`src/rtl/ahb_dual_manager_arbiter_if.sv`:
```
// AHB-lite link bundle: one manager<->subordinate connection.
// master drives HADDR..HWSTRB; slave returns HREADY/HRDATA/HRESP.
interface ahb_dual_manager_arbiter_if #(
  parameter int PA_BITS = 32,
  parameter int XLEN    = 32
);
  logic [PA_BITS-1:0] HADDR;
  logic               HWRITE;
  logic [1:0]         HTRANS;
  logic [2:0]         HSIZE;
  logic [XLEN-1:0]    HWDATA;
  logic [XLEN/8-1:0]  HWSTRB;
  logic               HREADY;
  logic [XLEN-1:0]    HRDATA;
  logic               HRESP;

  modport master (
    output HADDR, HWRITE, HTRANS, HSIZE, HWDATA, HWSTRB,
    input  HREADY, HRDATA, HRESP
  );

  modport slave (
    input  HADDR, HWRITE, HTRANS, HSIZE, HWDATA, HWSTRB,
    output HREADY, HRDATA, HRESP
  );
endinterface

```
`src/rtl/ahb_dual_manager_arbiter.sv`:
```
// Two AHB managers (m0_if: LSU/IFU, m1_if: DMA/debug) share one
// subordinate port (sub_if); HCLK, HRESETn (async, active-low).
// Each address phase is held, arbitrated and replayed on sub_if.
// Macro AHB_ARB_ROUNDROBIN_EN: round-robin on contention,
// otherwise fixed priority by M0_PRIORITY (1: M0 wins).
module ahb_dual_manager_arbiter #(
  parameter int PA_BITS     = 32,
  parameter int XLEN        = 32,
  parameter bit M0_PRIORITY = 1'b1
) (
  input  logic HCLK,
  input  logic HRESETn,
  ahb_dual_manager_arbiter_if.slave  m0_if,
  ahb_dual_manager_arbiter_if.slave  m1_if,
  ahb_dual_manager_arbiter_if.master sub_if
);

  logic [1:0]         pend_q, iss_q;
  logic [PA_BITS-1:0] addr_q [2];
  logic [2:0]         size_q [2];
  logic [1:0]         wr_q;
  logic               dvld_q, down_q;

  logic [1:0] cand, own, rdy, cap, clr, gnt;
  logic       arb, win, acc, busy;
  logic       unused_ok;

  // HTRANS[0] only separates SEQ/NONSEQ and BUSY/IDLE; both are
  // irrelevant without burst support.
  assign unused_ok = ^{m0_if.HTRANS[0], m1_if.HTRANS[0]};

`ifdef AHB_ARB_ROUNDROBIN_EN
  logic last_q;
  // last_q=1 means M1 was granted last, so M0 is preferred next
  assign arb = ~last_q;

  always_ff @(posedge HCLK or negedge HRESETn) begin
    if (!HRESETn) last_q <= 1'b1;
    else if (acc) last_q <= win;
  end
`else
  assign arb = ~M0_PRIORITY;
`endif

  always_comb begin
    cand = pend_q & ~iss_q;
    busy = |cand;
    // arb picks M1 only when both are candidates
    win  = cand[1] & (~cand[0] | arb);
    acc  = busy & sub_if.HREADY;
    own  = {dvld_q & down_q, dvld_q & ~down_q};
    clr  = own & {2{sub_if.HREADY}};
    rdy  = ~pend_q | clr;
    cap  = {m1_if.HTRANS[1], m0_if.HTRANS[1]} & rdy;
    gnt  = acc ? (win ? 2'b10 : 2'b01) : 2'b00;
  end

  assign m0_if.HREADY = rdy[0];
  assign m1_if.HREADY = rdy[1];
  assign m0_if.HRDATA = sub_if.HRDATA;
  assign m1_if.HRDATA = sub_if.HRDATA;
  assign m0_if.HRESP  = own[0] & sub_if.HRESP;
  assign m1_if.HRESP  = own[1] & sub_if.HRESP;

  assign sub_if.HTRANS = busy ? 2'b10 : 2'b00;
  assign sub_if.HADDR  = busy ? addr_q[win] : '0;
  assign sub_if.HWRITE = busy & wr_q[win];
  assign sub_if.HSIZE  = busy ? size_q[win] : '0;

  assign sub_if.HWDATA = own[1] ? m1_if.HWDATA :
                         own[0] ? m0_if.HWDATA : '0;
  assign sub_if.HWSTRB = own[1] ? m1_if.HWSTRB :
                         own[0] ? m0_if.HWSTRB : '0;

  always_ff @(posedge HCLK or negedge HRESETn) begin
    if (!HRESETn) begin
      pend_q    <= '0;
      iss_q     <= '0;
      addr_q[0] <= '0;
      addr_q[1] <= '0;
      size_q[0] <= '0;
      size_q[1] <= '0;
      wr_q      <= '0;
      dvld_q    <= 1'b0;
      down_q    <= 1'b0;
    end else begin
      // a new capture overrides the completion of the old transfer
      for (int x = 0; x < 2; x++) begin
        if (cap[x]) begin
          pend_q[x] <= 1'b1;
          iss_q[x]  <= 1'b0;
        end else if (clr[x]) begin
          pend_q[x] <= 1'b0;
          iss_q[x]  <= 1'b0;
        end else if (gnt[x]) begin
          iss_q[x]  <= 1'b1;
        end
      end
      // holds load only when the manager is ready, so a driven
      // address phase stays stable through subordinate waits
      if (cap[0]) begin
        addr_q[0] <= m0_if.HADDR;
        size_q[0] <= m0_if.HSIZE;
        wr_q[0]   <= m0_if.HWRITE;
      end
      if (cap[1]) begin
        addr_q[1] <= m1_if.HADDR;
        size_q[1] <= m1_if.HSIZE;
        wr_q[1]   <= m1_if.HWRITE;
      end
      if (acc) begin
        dvld_q <= 1'b1;
        down_q <= win;
      end else if (sub_if.HREADY) begin
        dvld_q <= 1'b0;
      end
    end
  end

endmodule

```
`src/flat_wrapper.sv`:
```
// flat-port wrapper written by rule: the top's interface ports become plain ports
module ahb_dual_manager_arbiter_flat 
#(
  parameter int PA_BITS     = 32,
  parameter int XLEN        = 32,
  parameter bit M0_PRIORITY = 1'b1
)
  (HCLK, HRESETn, m0_if_HADDR, m0_if_HWRITE, m0_if_HTRANS, m0_if_HSIZE, m0_if_HWDATA, m0_if_HWSTRB, m0_if_HREADY, m0_if_HRDATA, m0_if_HRESP, m1_if_HADDR, m1_if_HWRITE, m1_if_HTRANS, m1_if_HSIZE, m1_if_HWDATA, m1_if_HWSTRB, m1_if_HREADY, m1_if_HRDATA, m1_if_HRESP, sub_if_HADDR, sub_if_HWRITE, sub_if_HTRANS, sub_if_HSIZE, sub_if_HWDATA, sub_if_HWSTRB, sub_if_HREADY, sub_if_HRDATA, sub_if_HRESP);
  ahb_dual_manager_arbiter_if #(.PA_BITS(PA_BITS), .XLEN(XLEN)) m0_if_i ();
  ahb_dual_manager_arbiter_if #(.PA_BITS(PA_BITS), .XLEN(XLEN)) m1_if_i ();
  ahb_dual_manager_arbiter_if #(.PA_BITS(PA_BITS), .XLEN(XLEN)) sub_if_i ();
  input  logic HCLK;
  input  logic HRESETn;
  input wire logic [$bits(m0_if_i.HADDR)-1:0] m0_if_HADDR;
  input wire logic [$bits(m0_if_i.HWRITE)-1:0] m0_if_HWRITE;
  input wire logic [$bits(m0_if_i.HTRANS)-1:0] m0_if_HTRANS;
  input wire logic [$bits(m0_if_i.HSIZE)-1:0] m0_if_HSIZE;
  input wire logic [$bits(m0_if_i.HWDATA)-1:0] m0_if_HWDATA;
  input wire logic [$bits(m0_if_i.HWSTRB)-1:0] m0_if_HWSTRB;
  output wire logic [$bits(m0_if_i.HREADY)-1:0] m0_if_HREADY;
  output wire logic [$bits(m0_if_i.HRDATA)-1:0] m0_if_HRDATA;
  output wire logic [$bits(m0_if_i.HRESP)-1:0] m0_if_HRESP;
  input wire logic [$bits(m1_if_i.HADDR)-1:0] m1_if_HADDR;
  input wire logic [$bits(m1_if_i.HWRITE)-1:0] m1_if_HWRITE;
  input wire logic [$bits(m1_if_i.HTRANS)-1:0] m1_if_HTRANS;
  input wire logic [$bits(m1_if_i.HSIZE)-1:0] m1_if_HSIZE;
  input wire logic [$bits(m1_if_i.HWDATA)-1:0] m1_if_HWDATA;
  input wire logic [$bits(m1_if_i.HWSTRB)-1:0] m1_if_HWSTRB;
  output wire logic [$bits(m1_if_i.HREADY)-1:0] m1_if_HREADY;
  output wire logic [$bits(m1_if_i.HRDATA)-1:0] m1_if_HRDATA;
  output wire logic [$bits(m1_if_i.HRESP)-1:0] m1_if_HRESP;
  output wire logic [$bits(sub_if_i.HADDR)-1:0] sub_if_HADDR;
  output wire logic [$bits(sub_if_i.HWRITE)-1:0] sub_if_HWRITE;
  output wire logic [$bits(sub_if_i.HTRANS)-1:0] sub_if_HTRANS;
  output wire logic [$bits(sub_if_i.HSIZE)-1:0] sub_if_HSIZE;
  output wire logic [$bits(sub_if_i.HWDATA)-1:0] sub_if_HWDATA;
  output wire logic [$bits(sub_if_i.HWSTRB)-1:0] sub_if_HWSTRB;
  input wire logic [$bits(sub_if_i.HREADY)-1:0] sub_if_HREADY;
  input wire logic [$bits(sub_if_i.HRDATA)-1:0] sub_if_HRDATA;
  input wire logic [$bits(sub_if_i.HRESP)-1:0] sub_if_HRESP;
  assign m0_if_i.HADDR = m0_if_HADDR;
  assign m0_if_i.HWRITE = m0_if_HWRITE;
  assign m0_if_i.HTRANS = m0_if_HTRANS;
  assign m0_if_i.HSIZE = m0_if_HSIZE;
  assign m0_if_i.HWDATA = m0_if_HWDATA;
  assign m0_if_i.HWSTRB = m0_if_HWSTRB;
  assign m0_if_HREADY = m0_if_i.HREADY;
  assign m0_if_HRDATA = m0_if_i.HRDATA;
  assign m0_if_HRESP = m0_if_i.HRESP;
  assign m1_if_i.HADDR = m1_if_HADDR;
  assign m1_if_i.HWRITE = m1_if_HWRITE;
  assign m1_if_i.HTRANS = m1_if_HTRANS;
  assign m1_if_i.HSIZE = m1_if_HSIZE;
  assign m1_if_i.HWDATA = m1_if_HWDATA;
  assign m1_if_i.HWSTRB = m1_if_HWSTRB;
  assign m1_if_HREADY = m1_if_i.HREADY;
  assign m1_if_HRDATA = m1_if_i.HRDATA;
  assign m1_if_HRESP = m1_if_i.HRESP;
  assign sub_if_HADDR = sub_if_i.HADDR;
  assign sub_if_HWRITE = sub_if_i.HWRITE;
  assign sub_if_HTRANS = sub_if_i.HTRANS;
  assign sub_if_HSIZE = sub_if_i.HSIZE;
  assign sub_if_HWDATA = sub_if_i.HWDATA;
  assign sub_if_HWSTRB = sub_if_i.HWSTRB;
  assign sub_if_i.HREADY = sub_if_HREADY;
  assign sub_if_i.HRDATA = sub_if_HRDATA;
  assign sub_if_i.HRESP = sub_if_HRESP;
  ahb_dual_manager_arbiter #(.PA_BITS(PA_BITS), .XLEN(XLEN), .M0_PRIORITY(M0_PRIORITY)) u_core (.HCLK(HCLK), .HRESETn(HRESETn), .m0_if(m0_if_i), .m1_if(m1_if_i), .sub_if(sub_if_i));
endmodule
```
`config.mk`:
```
export PLATFORM = sky130hd
export DESIGN_NAME = ahb_dual_manager_arbiter_flat
export DESIGN_NICKNAME = d
export VERILOG_FILES = /design/src/rtl/ahb_dual_manager_arbiter_if.sv /design/src/rtl/ahb_dual_manager_arbiter.sv /design/src/flat_wrapper.sv
export SDC_FILE = /design/constraint.sdc
export NUM_CORES = 1
export LEC_CHECK = 0
export BUFFER_PORTS_ARGS = -buffer_cell sky130_fd_sc_hd__buf_4
export CAP_MARGIN = 20
export CORE_AREA = 2 2 126 128
export CTS_BUF_LIST = sky130_fd_sc_hd__clkbuf_4 sky130_fd_sc_hd__clkbuf_8 sky130_fd_sc_hd__clkbuf_16
export DETAILED_ROUTE_END_ITERATION = 16
export DIE_AREA = 0 0 128 130
export GPL_ROUTABILITY_DRIVEN = 0
export PLACE_DENSITY_LB_ADDON = 0.15
export SLEW_MARGIN = 20
export SYNTH_ARGS = -nofsm -noshare
export SYNTH_HDL_FRONTEND = slang
export SYNTH_SLANG_ARGS = --single-unit
```
`constraint.sdc`:
```
create_clock -name HCLK -period 2.2 [get_ports HCLK]
set_clock_uncertainty 0.2 [all_clocks]
set_input_delay 0.33 -clock HCLK [delete_from_list [all_inputs] [get_ports HCLK]]
set_output_delay 0.33 -clock HCLK [all_outputs]
set_load 0.03 [all_outputs]
```
* After elaboration in Yosys (flattened, before gate mapping) *
Cells that the tools add are included.

word-level totals
  RAM bits = 0
  latch bits = 0
  memories = 0
  output and inout bits = 142
  ROM bits = 0
  logic and storage cells = 65
  register bits = 78

cells by class
  shifts and indexed selects = 0
  divide/modulo/power cells = 0
  bitwise gates (word level) = 16
  $mul = 0
  magnitude comparators = 2
  add/subtract/negate cells = 0
  reduce and logical (&&, ||, !) cells = 6
  mux-type cells = 29
  equality and inequality tests = 0

operators with widths
  cell                                                        count
  2-to-1 mux 32 bit                                           6
  2-to-1 mux 1 bit                                            14
  2-to-1 mux 3 bit                                            4
  2-to-1 mux 4 bit                                            2
  AND 1 bit                                                   7
  AND 2 bit                                                   3
  2-to-1 mux 2 bit                                            3
  nonzero test 2 bit                                          3
  nonzero test 3 bit                                          2
  NOT 2 bit                                                   2
  greater-or-equal comparator 2 bit, second input constant    1
  less-than comparator 1 x 2 -> 1 bit, second input constant  1
  NOT 1 bit                                                   2
  NOT 1 -> 2 bit                                              1
  bitwise OR 2 bit                                            1
  OR reduction 2 bit                                          1

* Longest topological paths before layout *
Gate-level depths: netlist of run 1.

  depth in word-level cells = 9
  depth in mapped cells = 6

* Worst setup path before layout of run 1 *
Ideal clock, no wire load.

  path kind = flip-flop to output port
  from = register u_core.pend_q[0]
  to = output port sub_if_HADDR[10]
  arrival time = 1.318 ns
  stages on the path, launching flop included = 5
  setup slack = 0.352 ns
  cell sequence = dfrtp_1 nor2b_1 nor2_2 buf_2 a22o_1

on the way
  cells in the longest elaborated chain, start to end = 8
  elaborated cells on any way between the ends = 9
  classes of those cells = mux: 4; bitwise: 4; reduce/logical: 1

RTL lines
  item                                                  RTL line                        source
  from (decl)                                           ahb_dual_manager_arbiter.sv:18  logic [1:0] pend_q, iss_q;
  from (signal assigned)                                ahb_dual_manager_arbiter.sv:77  pend_q <= '0;
  from (signal, indexed assignment)                     ahb_dual_manager_arbiter.sv:90  pend_q[x] <= 1'b1;
  from (signal, indexed assignment)                     ahb_dual_manager_arbiter.sv:93  pend_q[x] <= 1'b0;
  AND 2 bit *                                           ahb_dual_manager_arbiter.sv:46  cand = pend_q & ~iss_q;
  NOT 1 bit                                             ahb_dual_manager_arbiter.sv:49  win = cand[1] & (~cand[0] | arb);
  AND 1 bit                                             ahb_dual_manager_arbiter.sv:49
  NOT 1 -> 2 bit (implied by the code)                  ahb_dual_manager_arbiter.sv:66  assign sub_if.HADDR = busy ? addr_q[win] : '0;
  2-to-1 mux 32 bit (implied by the code) (3 in a row)  ahb_dual_manager_arbiter.sv:66
  2-to-1 mux 32 bit *                                   ahb_dual_manager_arbiter.sv:66
  to (decl)                                             flat_wrapper.sv:32              output wire logic [$bits(sub_if_i.HADDR)-1:0] sub_if_HADDR;

Mark *: on every way between the ends. The rest lies on a longest branch, timed or not. The select of a mux whose other input is x is not followed.

* Worst setup path in the final report of run 1 *
  from = register u_core.iss_q[0]
  to = output port sub_if_HADDR[2]

on the way
  cells in the longest elaborated chain, start to end = 9
  elaborated cells on any way between the ends = 10
  classes of those cells = mux: 4; bitwise: 5; reduce/logical: 1

RTL lines
  item                                                  RTL line                        source
  from (decl)                                           ahb_dual_manager_arbiter.sv:18
  from (signal assigned)                                ahb_dual_manager_arbiter.sv:78  iss_q <= '0;
  from (signal, indexed assignment)                     ahb_dual_manager_arbiter.sv:91  iss_q[x] <= 1'b0;
  from (signal, indexed assignment)                     ahb_dual_manager_arbiter.sv:94  iss_q[x] <= 1'b0;
  NOT 2 bit *                                           ahb_dual_manager_arbiter.sv:46
  AND 2 bit *                                           ahb_dual_manager_arbiter.sv:46
  NOT 1 bit                                             ahb_dual_manager_arbiter.sv:49
  AND 1 bit                                             ahb_dual_manager_arbiter.sv:49
  NOT 1 -> 2 bit (implied by the code)                  ahb_dual_manager_arbiter.sv:66
  2-to-1 mux 32 bit (implied by the code) (3 in a row)  ahb_dual_manager_arbiter.sv:66
  2-to-1 mux 32 bit *                                   ahb_dual_manager_arbiter.sv:66

Marks and branches as above.

==> insert_results.sql, run 1 <==
INSERT INTO impl_metrics (metric_group, metric, value, unit) VALUES
('run_status', 'run_status', 'completed', ''),
('floorplan', 'floorplan.initialDensity', '30.16', '%'),
('global_route', 'globalRoute.totalOverflow', '0', ''),
('global_route', 'first_pass_grt_wire_length', '21710', 'µm'),
('sta', 'period_needed', '2.142', 'ns'),
('power', 'static-leakage-power', '3.303', 'nW'),
('yosys', 'ys_warn_count', '0', ''),
('yosys', 'synthDistinctLibCells', '27', ''),
('yosys', 'netlist_instances', '375', ''),
('sta', 'tightestPinTransition', '0.5662', 'ns'),
('place', 'place.port_buffers', '226', ''),
('yosys', 'mappedNetlistArea', '0.004652', 'mm²'),
('clock_tree', 'cts_tree', 'done', ''),
('sta', 'tightest_slew_margin_relative_to_the_limit', '62.25', '%'),
('routing', 'antenna_left', '0', ''),
('power', 'p_total', '11.11', 'mW'),
('worst_hold_path', 'holdCritStartpoint', 'm0_if_HADDR[17]', ''),
('sta', 'timing.hold.ws', '0.009137', 'ns'),
('floorplan', 'overall_die_area', '0.01664', 'mm²'),
('floorplan', 'placementRows', '46', ''),
('yosys', 'synthMostInstantiatedCell', 'dfrtp_1', ''),
('flow_run', 'number_of_maximum_capacitance_violations', '0', ''),
('place', 'place.detailed.instances', '714', ''),
('yosys', 'ys_dominant_reg_cell', 'dfrtp_1', ''),
('yosys', 'post_synth.cell_area_avg', '12.41', 'µm²'),
('place', 'dp_worst_setup_slack', '0.2683', 'ns'),
('sta', 'timing_hold_violations_final', '0', ''),
('critical_path', 'worst_ep_required_time', '1.67', 'ns'),
('sta', 'report.final.slew_viol_count', '0', ''),
('sta', 'setup_slack', '0.05828', 'ns'),
('clock_tree', 'numClockSinks', '78', ''),
('global_route', 'all_layer_global_routing_usage', '17.29', '%'),
('routing', 'drt_first_iter_violations', '66', ''),
('routing', 'vias_per_cell', '4.656', ''),
('floorplan', 'io_pins', '326', ''),
('power', 'worst_ir_drop_vdd', '0.8164', 'mV'),
('routing', 'drt-total-wl', '15020', 'µm'),
('clock_tree', 'clock_tree.root_cell', 'clkbuf_16', ''),
('critical_path', 'critPathTopFamily', 'buffers and inverters', ''),
('critical_path', 'worst_path_largest_cell_delay', '0.40', 'ns'),
('yosys', 'synth-edff-count', '0', ''),
('critical_path', 'timing.critical_path.buf_inv', '3', ''),
('critical_path', 'timing.critical_path.cells', 'nor2b_4 > nor2_4 > buf_12 > buf_4 > a22o_1 > buf_4', ''),
('critical_path', 'worstSetupEndpointType', 'output pin', ''),
('critical_path', 'worst-setup-path-type', 'reg2out', ''),
('final_layout', 'finalNonFillerCells', '754', ''),
('clock_tree', 'insertion_delay', '0.33', 'ns'),
('yosys', 'synth.top_cells.by_area', 'dfrtp_1 (42%), buf_4 (11%), mux2_4 (9.4%)', ''),
('critical_path', 'crit_path_start_kind', 'flip-flop', ''),
('critical_path', 'critical_path_arrival', '1.61', 'ns'),
('critical_path', 'slowest_stage', 'dfrtp_1', ''),
('final_layout', 'diodes', '0', ''),
('place', 'dp_hpwl', '11130', 'µm'),
('yosys', 'postSynthRegisterBits', '78', ''),
('floorplan', 'core_region_area', '0.01542', 'mm²'),
('sta', 'setup-tns-final', '0', 'ns'),
('critical_path', 'cp_startpoint', 'u_core.iss_q[0]$_DFFE_PN0P_', ''),
('sta', 'rsz0062_at_grt', 'true', ''),
('yosys', 'seq_area_frac_synth', '41.96', '%'),
('critical_path', 'reg2reg_from', 'u_core.down_q$_DFFE_PN0N_', ''),
('clock_tree', 'cts_made_buffers', '9', ''),
('floorplan', 'die-height', '130', 'µm'),
('yosys', 'synth.top_cell.area_share', '41.96', '%'),
('global_route', 'grt_pass1_vias', '3736', ''),
('final_layout', 'area_delta_synth_final', '43.92', '%'),
('place', 'post_dp_cell_area', '0.006067', 'mm²'),
('yosys', 'ys_top_cells_by_count', 'dfrtp_1 (78), buf_4 (66), nor2b_1 (38)', ''),
('critical_path', 'critical_path.max_fanout', '6', ''),
('routing', 'dr_total_vias', '3511', ''),
('clock_tree', 'clk_transition_reported_paths', '0.06', 'ns'),
('worst_hold_path', 'timing.hold.worst.class', 'in2reg', '');
-- placed cells by master, fill, tap and decap left out, drive strengths merged, types with 2 or more instances in the layout --
master	n
clkinv	2
dfrtp	78
clkbuf	12
nor2	3
nor2b	38
nand2	4
a31oi	3
a21boi	2
buf	244
mux2	72
inv	2
a22o	36
dlygate4sd3	17
nand2b	4
mux2i	36
-- metal layers --
metal  part of all wire (%)  GRT usage [%]  routed length [µm]
met3                     10          7.462                1540
met2                     51          30.17                7590
met5                      0              0                   0
met1                     38          19.17                5641
met4                    1.6          5.430                 246
-- state kept, by name (all words and copies together) (netlist names) --
signal         cells
u_core.size_q      6
u_core.pend_q      2
u_core.wr_q        2
u_core.addr_q     64
u_core.iss_q       2
u_core.dvld_q      1
u_core.down_q      1
-- where the power goes --
group / total [mW] / internal [mW] / leakage [nW] / switching, mW
Clock: 1.52 / 0.940 / 0.152 / 0.584
Combinational: 7.00 / 3.26 / 2.24 / 3.74
Sequential: 2.59 / 2.17 / 0.910 / 0.424
-- final cells by class --
cell class,instances,area [µm²]
fillers,1486,8730
repair buffers,262,2160
multi-input cells,205,2028
flip-flops and latches,78,1954
clock buffers,11,252.7
well taps,192,240.2
clock inverters,5,56.30
inverters,1,3.754
-- final timing paths --
kind / depth (start not counted) / slack [ns] / endpoint
worst max-delay path: 6 / 0.06 / sub_if_HADDR[2]
worst min-delay path: 2 / 0.009 / u_core.addr_q[49]$_DFFE_PN0P_
worst max register to register: 4 / 0.36 / u_core.addr_q[52]$_DFFE_PN0P_
worst min register to register: 1 / 0.28 / u_core.addr_q[46]$_DFFE_PN0P_
max in group asynchronous: 3 / 0.86 / u_core.addr_q[60]$_DFFE_PN0P_
min in group asynchronous: 2 / 0.33 / u_core.addr_q[43]$_DFFE_PN0P_
-- logic make-up (layout without fill, tap and decap cells) --
kind of cell    count (synthesis)  count (layout)  share of synthesized area (%)
buf+inv                        92             279                          15.20
simple gates                   52              52                          7.047
mux                           108             108                          27.51
compound gates                 44              44                          8.203
other cells                     1               1                        0.08061
flops                          78              78                          41.96
-- timing repair --
item	4_1_cts	5_1_grt
pin swaps	1	1
resized for setup	5	9
buffers inserted	5	0
gates cloned	1	1
endpoints found under the hold margin	56	0
hold buffers	17	0
setup endpoints to repair	31	21
No activity file was read; power rests on OpenSTA's default activity.
==> inputs of run 2 (changes only) <==
==> constraint.sdc (replaced) <==
create_clock -name HCLK -period 2.2 [get_ports HCLK]
set_clock_uncertainty 0.2 [all_clocks]
set_input_delay 0.11 -clock HCLK [delete_from_list [all_inputs] [get_ports HCLK]]
set_output_delay 0.11 -clock HCLK [all_outputs]
set_load 0.03 [all_outputs]
==> insert_results.sql, run 2 (synthesis results as in run 1) <==
INSERT INTO impl_metrics (metric_group, metric, value, unit) VALUES
('critical_path', 'r2r_cells', '4', ''),
('final_layout', 'commonest_non_fill_non_tap_cell_in_the_layout', 'buf_4', ''),
('power', 'static-leakage-power', '3.466', 'nW'),
('flow_run', 'number_of_maximum_capacitance_violations', '0', ''),
('critical_path', 'critPathTopFamily', 'flip-flops', ''),
('routing', 'drt-wirelength-per-cell', '18.91', 'µm'),
('critical_path', 'slowest_stage', 'dfrtp_1', ''),
('sta', 'timing_hold_violations_final', '0', ''),
('clock_tree', 'post_cts_resized', '0', ''),
('sta', 'fmaxAchievable', '512.1', 'MHz'),
('final_layout', 'area_delta_synth_final', '53.04', '%'),
('critical_path', 'worst_path_largest_cell_delay', '0.45', 'ns'),
('place', 'dp_worst_setup_slack', '0.4333', 'ns'),
('power', 'total_switching_power', '4.675', 'mW'),
('clock_tree', 'numClockSinks', '78', ''),
('final_layout', 'drive_above_1_share', '49.35', '%'),
('routing', 'drt_first_iter_violations', '98', ''),
('floorplan', 'io_pins', '326', ''),
('sta', 'setup_violations', '0', ''),
('routing', 'drc', '0', ''),
('worst_hold_path', 'timing.hold.worst.class', 'in2out', ''),
('run_status', 'run_status', 'completed', ''),
('routing', 'dr_total_vias', '3729', ''),
('global_route', 'largest_net_degree_at_the_start_of_global_routing', '42', ''),
('sta', 'setup-tns-final', '0', 'ns'),
('sta', 'setup_slack', '0.2474', 'ns'),
('power', 'worst_ir_drop_vdd', '0.6758', 'mV'),
('clock_tree', 'clk_transition_reported_paths', '0.05', 'ns'),
('critical_path', 'worst_ep_required_time', '1.89', 'ns'),
('final_layout', 'most-common-layout-cells', 'buf_4 (232), dfrtp_1 (77), dlygate4sd3_1 (76)', ''),
('routing', 'drt_pre_antenna_iters', '4', ''),
('floorplan', 'die-height', '130', 'µm'),
('critical_path', 'worstSetupEndpointType', 'output pin', ''),
('sta', 'timing.hold.ws', '0.02007', 'ns'),
('floorplan', 'overall_die_area', '0.01664', 'mm²'),
('power', 'p_clk_share', '13.9', '%'),
('power', 'power_report.internal_total', '6.138', 'mW'),
('final_layout', 'nets_finish', '792', ''),
('critical_path', 'timing.critical_path.cells', 'nand2b_1 > nor2_4 > buf_12 > a22o_1 > buf_4', ''),
('critical_path', 'critical_path_arrival', '1.64', 'ns'),
('critical_path', 'critical_path.max_fanout', '27', ''),
('sta', 'rsz0062_at_grt', 'false', ''),
('final_layout', 'reg.largest.list', 'u_core.addr_q x64, u_core.size_q x6', ''),
('sta', 'period_needed', '1.953', 'ns'),
('floorplan', 'floorplan.initialDensity', '30.16', '%'),
('floorplan', 'core_region_area', '0.01542', 'mm²'),
('place', 'dp_hpwl', '11040', 'µm'),
('clock_tree', 'cts_h_tree_depth', '3', ''),
('final_layout', 'largest_register_ffs', '64', ''),
('place', 'place.port_buffers', '226', ''),
('clock_tree', 'insertion_delay', '0.33', 'ns'),
('power', 'power_density', '1519', 'mW/mm²'),
('worst_hold_path', 'worst_hold_path.num_cells', '0', ''),
('critical_path', 'crit_path_depth', '5', ''),
('final_layout', 'diodes', '0', ''),
('clock_tree', 'cts_made_buffers', '9', ''),
('power', 'seqPwrFrac', '24.0', '%'),
('critical_path', 'worst-setup-path-type', 'reg2out', ''),
('global_route', 'first_pass_grt_wire_length', '22570', 'µm'),
('routing', 'antenna_left', '0', ''),
('sta', 'tightestPinTransition', '0.5701', 'ns'),
('critical_path', 'crit_path_start_kind', 'flip-flop', ''),
('power', 'sw_frac_of_total', '43.24', '%'),
('sta', 'tightest_slew_margin_relative_to_the_limit', '61.99', '%'),
('routing', 'vias_per_cell', '4.638', ''),
('clock_tree', 'cts_max_path_buffers', '2', ''),
('critical_path', 'timing.critical_path.buf_inv', '2', ''),
('global_route', 'grt_pass1_vias', '3876', ''),
('floorplan', 'placementRows', '46', ''),
('power', 'p_total', '10.81', 'mW'),
('sta', 'final.period_utilization', '88.75', '%'),
('routing', 'drt-total-wl', '15210', 'µm'),
('clock_tree', 'clock_tree.root_cell', 'clkbuf_16', ''),
('global_route', 'all_layer_global_routing_usage', '18.00', '%'),
('floorplan', 'die_w', '128', 'µm'),
('sta', 'report.final.slew_viol_count', '0', ''),
('final_layout', 'register_containing_the_most_flip_flops_in_the_final_layout', 'u_core.addr_q', ''),
('clock_tree', 'cts_tree', 'done', ''),
('global_route', 'grt_antenna_before_repair', '0', ''),
('global_route', 'globalRoute.totalOverflow', '0', ''),
('final_layout', 'utilization', '46.16', '%'),
('power', 'comb_power_share', '62.1', '%');
run 2: metrics by stage:
step,instance area (µm²),instances
after floorplan,4652,375
after global placement,6060,713
after detailed placement,6060,713
after CTS,7119,804
after global routing,7119,804
final,7119,804
run 2: final timing paths:
path | start | slack [ns] | to
worst max register to register | u_core.down_q$_DFFE_PN0N_ | 0.45 | u_core.size_q[5]$_DFFE_PN0P_
max in group asynchronous | HRESETn | 1.07 | u_core.addr_q[47]$_DFFE_PN0P_
worst max-delay path | u_core.pend_q[1]$_DFFE_PN0P_ | 0.25 | sub_if_HADDR[5]
worst min register to register | u_core.addr_q[46]$_DFFE_PN0P_ | 0.29 | u_core.addr_q[46]$_DFFE_PN0P_
worst min-delay path | sub_if_HRDATA[8] | 0.02 | m1_if_HRDATA[8]
min in group asynchronous | HRESETn | 0.11 | u_core.addr_q[11]$_DFFE_PN0P_
run 2: area by class of cell:
class | count | area [µm²]
fillers | 1452 | 8305
repair buffers | 313 | 2603
multi-input cells | 205 | 2021
flip-flops and latches | 78 | 1953
clock buffers | 12 | 254.0
well taps | 192 | 240.2
clock inverters | 3 | 45.04
inverters | 1 | 3.754
run 2: repair_timing:
item,in CTS,in global routing
setup buffers,0,0
hold buffers,76,0
hold endpoints to repair,118,0
run 2: per-layer routing:
layer  up-vias  share of wire (%)  global-route usage, %
li1       1709                  -                      -
met1      1793                 37                  20.02
met2       200                 50                  30.80
met3        27                 10                  7.667
met4         0                2.8                  6.852
met5         -                  0                      0
run 2: power by group through the flow:
stage	logic [mW]	registers, mW	clock network, mW
after global placement	6.63	2.57	0
final	6.71	2.60	1.50
after detailed placement	6.68	2.60	0
after global routing	7.11	2.70	1.62
after floorplan	4.69	2.46	0
after CTS	6.81	2.59	1.55
